**config.mk**
```make
export PLATFORM = sky130hd
export DESIGN_NAME = clk_ratio_detector
export DESIGN_NICKNAME = d
export VERILOG_FILES = /design/src/rtl/clk_ratio_detector.sv
export SDC_FILE = /design/constraint.sdc
export NUM_CORES = 1
export LEC_CHECK = 0
export ABC_CLOCK_PERIOD_IN_PS = 2600
export CAP_MARGIN = 20
export CORE_ASPECT_RATIO = 0.9
export CORE_UTILIZATION = 57
export DETAILED_ROUTE_END_ITERATION = 7
export PLACE_DENSITY = 0.86
export SLEW_MARGIN = 10
export SYNTH_ARGS = -nofsm -noshare
export SYNTH_HDL_FRONTEND = slang
export SYNTH_SLANG_ARGS = --single-unit
```
**constraint.sdc**
```tcl
create_clock -name clk -period 2.6 [get_ports clk]
set_input_delay 0.52 -clock clk [delete_from_list [all_inputs] [get_ports clk]]
set_output_delay 0.52 -clock clk [all_outputs]
set_load 0.02 [all_outputs]
```
**src/rtl/clk_ratio_detector.sv**
```systemverilog
// Measures an incoming slow clock against clk: recovers its integer period and
// high time, emits synchronized edge strobes and declares lock on stable periods.
module clk_ratio_detector #(
    parameter int  MAX_FACTOR  = 16,
    parameter int  LOCK_COUNT  = 4,
    parameter int  SYNC_STAGES = 2,
    localparam int WIDTH       = $clog2(MAX_FACTOR + 2)
) (
    input  logic             clk,
    input  logic             rst_n,
    input  logic             enable,
    input  logic             iclk,
    output logic             iclk_sync,
    output logic             rise,
    output logic             fall,
    output logic [WIDTH-1:0] factor,
    output logic [WIDTH-1:0] high_time,
    output logic             locked,
    output logic             error
);

    localparam int MW = $clog2(LOCK_COUNT + 1);

    localparam logic [WIDTH-1:0] ONE  = WIDTH'(1);
    localparam logic [WIDTH-1:0] TWO  = WIDTH'(2);
    localparam logic [WIDTH-1:0] MAXF = WIDTH'(MAX_FACTOR);
    localparam logic [WIDTH-1:0] SAT  = WIDTH'(MAX_FACTOR + 1);

    localparam logic [MW:0] MATCH_ONE   = (MW + 1)'(1);
    localparam logic [MW:0] LOCK_TARGET = (MW + 1)'(LOCK_COUNT);

    localparam logic [1:0] S_IDLE    = 2'd0;
    localparam logic [1:0] S_ARMED   = 2'd1;
    localparam logic [1:0] S_MEASURE = 2'd2;
    localparam logic [1:0] S_LOCKED  = 2'd3;

    logic [SYNC_STAGES-1:0] sync_q;
    logic                   prev;
    logic [1:0]             state;
    logic [WIDTH-1:0]       pcnt;
    logic [WIDTH-1:0]       hcnt;
    logic [WIDTH-1:0]       cand_p;
    logic [WIDTH-1:0]       cand_h;
    logic [MW-1:0]          match;
    logic [MW:0]            next_match;
    logic                   period_bad;
    logic                   timeout;

    assign iclk_sync  = sync_q[SYNC_STAGES-1];
    assign period_bad = (pcnt < TWO) || (pcnt > MAXF) || (cand_h == '0);
    assign timeout    = (state != S_IDLE) && (pcnt == SAT);
    assign next_match = (pcnt == cand_p) ? ({1'b0, match} + MATCH_ONE) : MATCH_ONE;

    always_ff @(posedge clk) begin
        if (!rst_n) begin
            sync_q <= '0;
            prev   <= 1'b0;
            rise   <= 1'b0;
            fall   <= 1'b0;
        end else begin
            sync_q <= {sync_q[SYNC_STAGES-2:0], iclk};
            prev   <= iclk_sync;
            rise   <= iclk_sync & ~prev;
            fall   <= ~iclk_sync & prev;
        end
    end

    // hcnt follows prev so that the value seen in the fall cycle equals the
    // number of clk cycles iclk_sync spent high.
    always_ff @(posedge clk) begin
        if (!rst_n) begin
            state     <= S_IDLE;
            pcnt      <= '0;
            hcnt      <= '0;
            cand_p    <= '0;
            cand_h    <= '0;
            match     <= '0;
            factor    <= '0;
            high_time <= '0;
            locked    <= 1'b0;
            error     <= 1'b0;
        end else if (!enable) begin
            state  <= S_IDLE;
            pcnt   <= '0;
            hcnt   <= '0;
            cand_p <= '0;
            cand_h <= '0;
            match  <= '0;
            locked <= 1'b0;
            error  <= 1'b0;
        end else begin
            error <= 1'b0;

            if (rise) begin
                pcnt <= ONE;
                hcnt <= ONE;
            end else begin
                if (pcnt != SAT) pcnt <= pcnt + ONE;
                if (prev && (hcnt != SAT)) hcnt <= hcnt + ONE;
            end

            if (fall) cand_h <= hcnt;
            else if (rise) cand_h <= '0;

            case (state)
                S_IDLE: begin
                    if (rise) state <= S_ARMED;
                end
                S_ARMED, S_MEASURE, S_LOCKED: begin
                    if (rise && period_bad) begin
                        error  <= 1'b1;
                        locked <= 1'b0;
                        match  <= '0;
                        state  <= S_IDLE;
                    end else if (rise) begin
                        if (state == S_ARMED) begin
                            cand_p <= pcnt;
                            match  <= MATCH_ONE[MW-1:0];
                            state  <= S_MEASURE;
                        end else if (state == S_MEASURE) begin
                            cand_p <= pcnt;
                            match  <= next_match[MW-1:0];
                            if (next_match >= LOCK_TARGET) begin
                                factor    <= pcnt;
                                high_time <= cand_h;
                                locked    <= 1'b1;
                                state     <= S_LOCKED;
                            end
                        end else if (pcnt == factor) begin
                            high_time <= cand_h;
                        end else begin
                            error  <= 1'b1;
                            locked <= 1'b0;
                            cand_p <= pcnt;
                            match  <= MATCH_ONE[MW-1:0];
                            state  <= S_MEASURE;
                        end
                    end else if (timeout) begin
                        error  <= 1'b1;
                        locked <= 1'b0;
                        match  <= '0;
                        pcnt   <= '0;
                        state  <= S_IDLE;
                    end
                end
                default: state <= S_IDLE;
            endcase
        end
    end

endmodule

```
Word level (Yosys, flattened, before mapping)
Index checks and enable logic that the tools add are counted.

operators by class
  $add $sub $neg = 3
  multiply operators = 0
  div/mod/pow operators = 0
  magnitude comparators = 3
  equal/unequal tests = 18
  shift operators = 0
  multiplexer cells = 45
  bitwise gates (word level) = 8
  reductions and logical operators = 22

operators with widths
  cell                                                                                  number
  5-bit 2-to-1 mux                                                                      14
  3-bit 2-to-1 mux                                                                      6
  2-bit 2-to-1 mux                                                                      8
  1-bit 2-to-1 mux                                                                      15
  5-bit inequality test (second input constant)                                         3
  7-bit AND reduction                                                                   2
  6-bit inequality test (second input constant)                                         2
  5-bit by 1-bit adder with 5-bit output (second input constant)                        2
  5-bit == test                                                                         2
  4-bit inequality test (second input constant)                                         2
  4-bit AND reduction                                                                   2
  2-bit nonzero test                                                                    4
  3-bit inequality test (second input constant)                                         2
  1-bit inverter                                                                        6
  3-bit AND reduction                                                                   2
  3-bit OR reduction                                                                    2
  5-bit == test (second input constant)                                                 1
  5-bit > comparator (second input constant)                                            1
  5-bit zero test                                                                       1
  5-bit by 2-bit < comparator with 1-bit output (second input constant)                 1
  5-bit AND reduction                                                                   1
  3-bit by 1-bit adder with 4-bit output (second input constant)                        1
  2-bit == test (second input constant)                                                 2
  4-bit by 3-bit greater-or-equal comparator with 1-bit output (second input constant)  1
  12 further kinds                                                                      16

storage, ports and cells
  register bits = 42
  bits in latches = 0
  bits in writable memories = 0
  bits in read-only memories = 0
  input bits = 4
  memories kept = 0

Longest topological paths before layout
  depth after elaboration = 9
  mapped depth = 9
  mapped depth without buffers = 7

Least setup slack after synthesis
No wires, ideal clock.

  path type = register to register
  start point = register pcnt[1]
  end point = register high_time[0]
  data arrival time = 1.739 ns
  required time = 2.528 ns
  slack = 0.789 ns
  cell stages (with the launch flop) = 7
  period minus slack after synthesis = 1.811 ns
  path through = dfxtp_1 -> buf_4 -> nor3_1 -> mux2i_1 -> nand3_2 -> a21oi_4 -> mux2i_1

between the ends
  cells in the longest elaborated chain, start to end = 6
  elaborated cells on any way between the ends = 13
  those cells by class = order compare: 3; eq/ne: 3; mux: 1; bitwise: 1; reduce/logical: 5

RTL lines
  what                                                                                                  RTL line  source
  start, declared                                                                                       40        logic [WIDTH-1:0] pcnt;
  start signal, assigned                                                                                98        if (pcnt != SAT) pcnt <= pcnt + ONE;
  branches (longest 5 deep; another with 4-bit by 3-bit greater-or-equal comparator with 1-bit output)  --
  7-bit AND reduction (no source line) *                                                                --
  end signal, assigned                                                                                  125       high_time <= cand_h;
  end signal, assigned                                                                                  130       high_time <= cand_h;
  end, declared                                                                                         17        output logic [WIDTH-1:0] high_time,

Mark *: on every way between the ends.
A chain may end at the register's enable or synchronous reset.

Final worst setup path
  start point = register rise
  end point = output rise

RTL lines
  what                    RTL line  source
  start, declared         14        output logic rise,
  start signal, assigned  63        rise <= iclk_sync & ~prev;

No word-level cell between the ends.

==> impl.org <==
** Detailed routing
- Summing over every cut layer, the via total after detailed routing is 1776.
- In this run the remaining antenna-violating nets after routing total 0.
- After detailed routing, the number of vias per cell comes to 5.73.
- Wire length after detailed routing :: 4670 um
- DR iter-0 viols :: 115
- Dividing the detail-routed wire length by the instance count gives 15.1 um.
- For this run, the detailed router's first-pass iteration total came to 4.
- After detailed routing, the number of remaining DRC violations is 0.

** CTS
- CTS resizes :: 0
- Cell at the root of the clock tree :: sky130_fd_sc_hd__clkbuf_8
- Postcts setup bufs :: 0
- Hold_buf cts :: 0
- Max Root-Sink Buffers :: 2
- Clock tree from TritonCTS :: yes
- Clk Latency, worst-skew pair :: 0.30 ns
- Clock H-tree levels :: 2
- Clock sink total :: 42
- Clk slew on worst S/H paths :: roughly 0.07 ns
- TritonCTS created 5 clock buffers.

** Logic synthesis
- Share of flip-flops with an asynchronous set or reset :: 0%
- Most instantiated library cell after synthesis :: sky130_fd_sc_hd__dfxtp_1
- Cell accounting for the most synthesized area :: sky130_fd_sc_hd__dfxtp_1
- Counting instances in the post-synthesis netlist gives the leading cell types as 42 x sky130_fd_sc_hd__dfxtp_1, 24 x sky130_fd_sc_hd__nor2_1, 22 x sky130_fd_sc_hd__a21oi_1.
- Ranked by total cell area, the synthesized netlist is headed by sky130_fd_sc_hd__dfxtp_1 39%, sky130_fd_sc_hd__a21oi_1 5.1%, sky130_fd_sc_hd__ha_1 4.6%.
- Each instance of the synthesized netlist takes up on average 8.68 um^2.
- Sequential cells were found to cover 38.9% of the synthesized design area.
- Synthesized instance count :: approximately 250
- Among all flip-flop cells after synthesis, the most frequent one is sky130_fd_sc_hd__dfxtp_1.
- Count of flip-flops with a built-in enable after synthesis :: 0
- After synthesis, the netlist uses 50 different library cells.
- After synthesis the netlist holds a flip-flop and latch count of 42.
- Syn. warnings :: 0
- Counting every net in the synthesized netlist gives 261.
- Top cell type's share of synthesized area :: approximately two fifths
- After synthesis the cells add up to 2160 um^2.

** STA
- For the final routed database, the setup TNS stands at 0 ns.
- Hold timing on the final database bottoms out at a slack of about 0.44 ns.
- Max-slew violation count :: 0
- Setup repair after global routing missed its margin :: false
- Measured against its own limit, the worst slew margin works out to 56.5%.
- The worst path uses 82.3% of the clock period.
- Slack of the critical path :: 0.460 ns
- Min cycle time layout :: 2.14 ns
- Clock skew on the completed layout was measured at roughly 0.0055 ns.
- Final setup violation count :: 0
- Transition time of the tightest slew-check pin :: 0.646 ns
- Timing would allow up to 0.467 GHz.
- Final Hold Fails :: 0

** Job
- Number of maximum-capacitance constraint violations :: 0

** Final layout
- Share of final-layout standard cells stronger than drive strength 1 :: 9.77%
- The repair_antennas step left the layout with diodes totalling 0.
- After the flow finishes, the layout carries non-filler instances totaling slightly above 300.
- For this run, the post-layout net count is 277.
- The area growth from synthesis to layout is 13.8%.
- After filler insertion, the fill cell instance count of the layout stands at 287.

** Setup path
- The largest individual stage delay along the critical path comes from the cell sky130_fd_sc_hd__clkdlybuf4s50_1.
- Top Family by Delay on Critical Path :: buffers and inverters
- Type of element capturing the critical path :: output port
- For the worst setup path, the data arrival time is 1.62 ns.
- Together, buffers and inverters on the worst path number 1.
- In this design, the stage delay of the slowest critical-path cell is about 0.70 ns.
- STA classifies the critical path startpoint as a flop.
- Sequence of cells on the critical path :: clkdlybuf4s50_1
- Maximum fanout count along the critical path :: 13
- The critical path is of the flop to output port type.
- Critical path data required time :: 2.08 ns

** Placement
- Detailed placement ended at an HPWL of 3270 um.
- After detailed placement, the design holds a cell count of 302.
- Post-placement worst setup slack :: 0.582 ns
- At the end of routability-driven placement, the weighted congestion stood at 0.857.
- Number of I/O port buffers :: 18

** Floorplanning
- The initial utilization of the core area, before any placement, comes to 61.7%.
- Measured along the x axis, the die boundary spans roughly 67 um.
- Die area :: slightly above 4000 um^2
- Row cnt :: 20
- In this run the vertical extent of the chip is 60.4 um.
- CORE AREA :: 3500 um^2
- During I/O placement, the number of pins put on the boundary was 19.

** Global route
- After global routing the overflow that remains totals 0.
- The initial antenna violation count was 0.
- Vias in the first global route :: ~1.7k
- Maximum number of pins on one net before global-route repair :: 18
- Global routing used 26.0% of the available tracks across all layers.
- Wire length of the first global-routing pass :: approximately 7500 um

** Power and ir drop
- LEAKAGE :: 0.885 nW
- Power spread over the standard cell area amounts to 496 nW/um^2.
- Peak VDD IR :: 0.426 mV
- The design draws 1.22 mW.

** Run status
- Outcome :: complete, no violations

** Hold path
- Worst min-delay path class :: flop to flop
-- cell usage in the layout, fill, tap and decap left out, types with 2 or more instances in the layout --
| master | n |
|---|---|
| sky130_fd_sc_hd__and3_1 | 3 |
| sky130_fd_sc_hd__a31oi_1 | 2 |
| sky130_fd_sc_hd__o21ai_0 | 17 |
| sky130_fd_sc_hd__clkbuf_8 | 8 |
| sky130_fd_sc_hd__buf_4 | 4 |
| sky130_fd_sc_hd__clkdlybuf4s50_1 | 18 |
| sky130_fd_sc_hd__nor2b_1 | 4 |
| sky130_fd_sc_hd__nand3_2 | 2 |
| sky130_fd_sc_hd__nand3_1 | 15 |
| sky130_fd_sc_hd__xor2_1 | 7 |
| sky130_fd_sc_hd__o2111ai_1 | 2 |
| sky130_fd_sc_hd__inv_1 | 9 |
| sky130_fd_sc_hd__xnor2_1 | 9 |
| sky130_fd_sc_hd__nor3b_1 | 5 |
| sky130_fd_sc_hd__ha_1 | 8 |
| sky130_fd_sc_hd__and2_1 | 6 |
| sky130_fd_sc_hd__mux2i_1 | 7 |
| sky130_fd_sc_hd__dfxtp_1 | 42 |
| sky130_fd_sc_hd__nand2b_1 | 2 |
| sky130_fd_sc_hd__nand2_1 | 19 |
| sky130_fd_sc_hd__nor2_1 | 24 |
| sky130_fd_sc_hd__nand4_1 | 3 |
| sky130_fd_sc_hd__nor3_1 | 4 |
| sky130_fd_sc_hd__a21oi_1 | 22 |
-- flip-flops by register name, indices dropped and copies added, names as in the netlist --
signal	count
cand_h	5
match	3
factor	5
state	2
fall	1
locked	1
high_time	5
rise	1
sync_q	2
cand_p	5
pcnt	5
prev	1
error	1
hcnt	5
-- per-layer routing --
layer	up-vias	GRT usage, %	wire length, um
met2	39	43.3	2220
met3	12	8.46	213
met1	832	30.5	2120
met4	0	12.2	108
met5	-	0	0
li1	893	-	-
-- final cells by class --
| type | instances | area, um^2 | share of cell area, % |
|---|---|---|---|
| Clock buffer | 8 | 110 | 4.48 |
| Inverter | 9 | 33.8 | 1.37 |
| Multi-Input combinational cell | 185 | 1210 | 49.2 |
| Sequential cell | 42 | 841 | 34.2 |
| Tap cell | 44 | 55.1 | 2.24 |
| Timing Repair Buffer | 22 | 210 | 8.55 |
-- report_power, final --
part	internal [mW]	total [mW]	switching (mW)
registers	0.648	0.655	0.00739
logic	0.0283	0.0727	0.0444
clock network	0.268	0.491	0.223
total	0.944	1.22	0.275
-- logic make-up (layout without fill, tap and decap cells) --
kind of cell             count (synthesis)  count (layout)  synth area share [%]
buffers and inverters                   22              39                  5.15
flip-flops                              42              42                  38.9
AND/OR/NAND/NOR                         98              98                  25.1
AO/OA/AOI/OAI                           54              54                  15.2
multiplexers                             8               8                  3.76
adder cells (fa/ha/maj)                  8               8                  4.63
XOR/XNOR                                17              17                  7.24
-- final timing paths --
check	start	end	slack (ns)	cells past startpoint
setup / recovery	rise	rise	0.46	1
hold / removal	sync_q[0]	sync_q[1]	0.44	1
setup reg to reg	pcnt[1]	high_time[2]	0.57	5
hold reg to reg	sync_q[0]	sync_q[1]	0.44	1
-- metrics by stage --
| step | util [%] | area [um^2] |
|---|---|---|
| after detailed placement | 67.0 | 2350 |
| after floorplan | - | 2160 |
| after global placement | 67.0 | 2350 |
| after CTS | 70.2 | 2460 |
| after global routing | 70.2 | 2460 |
| final | 70.2 | 2460 |
Note: power is estimated with default switching activity, not from simulation.
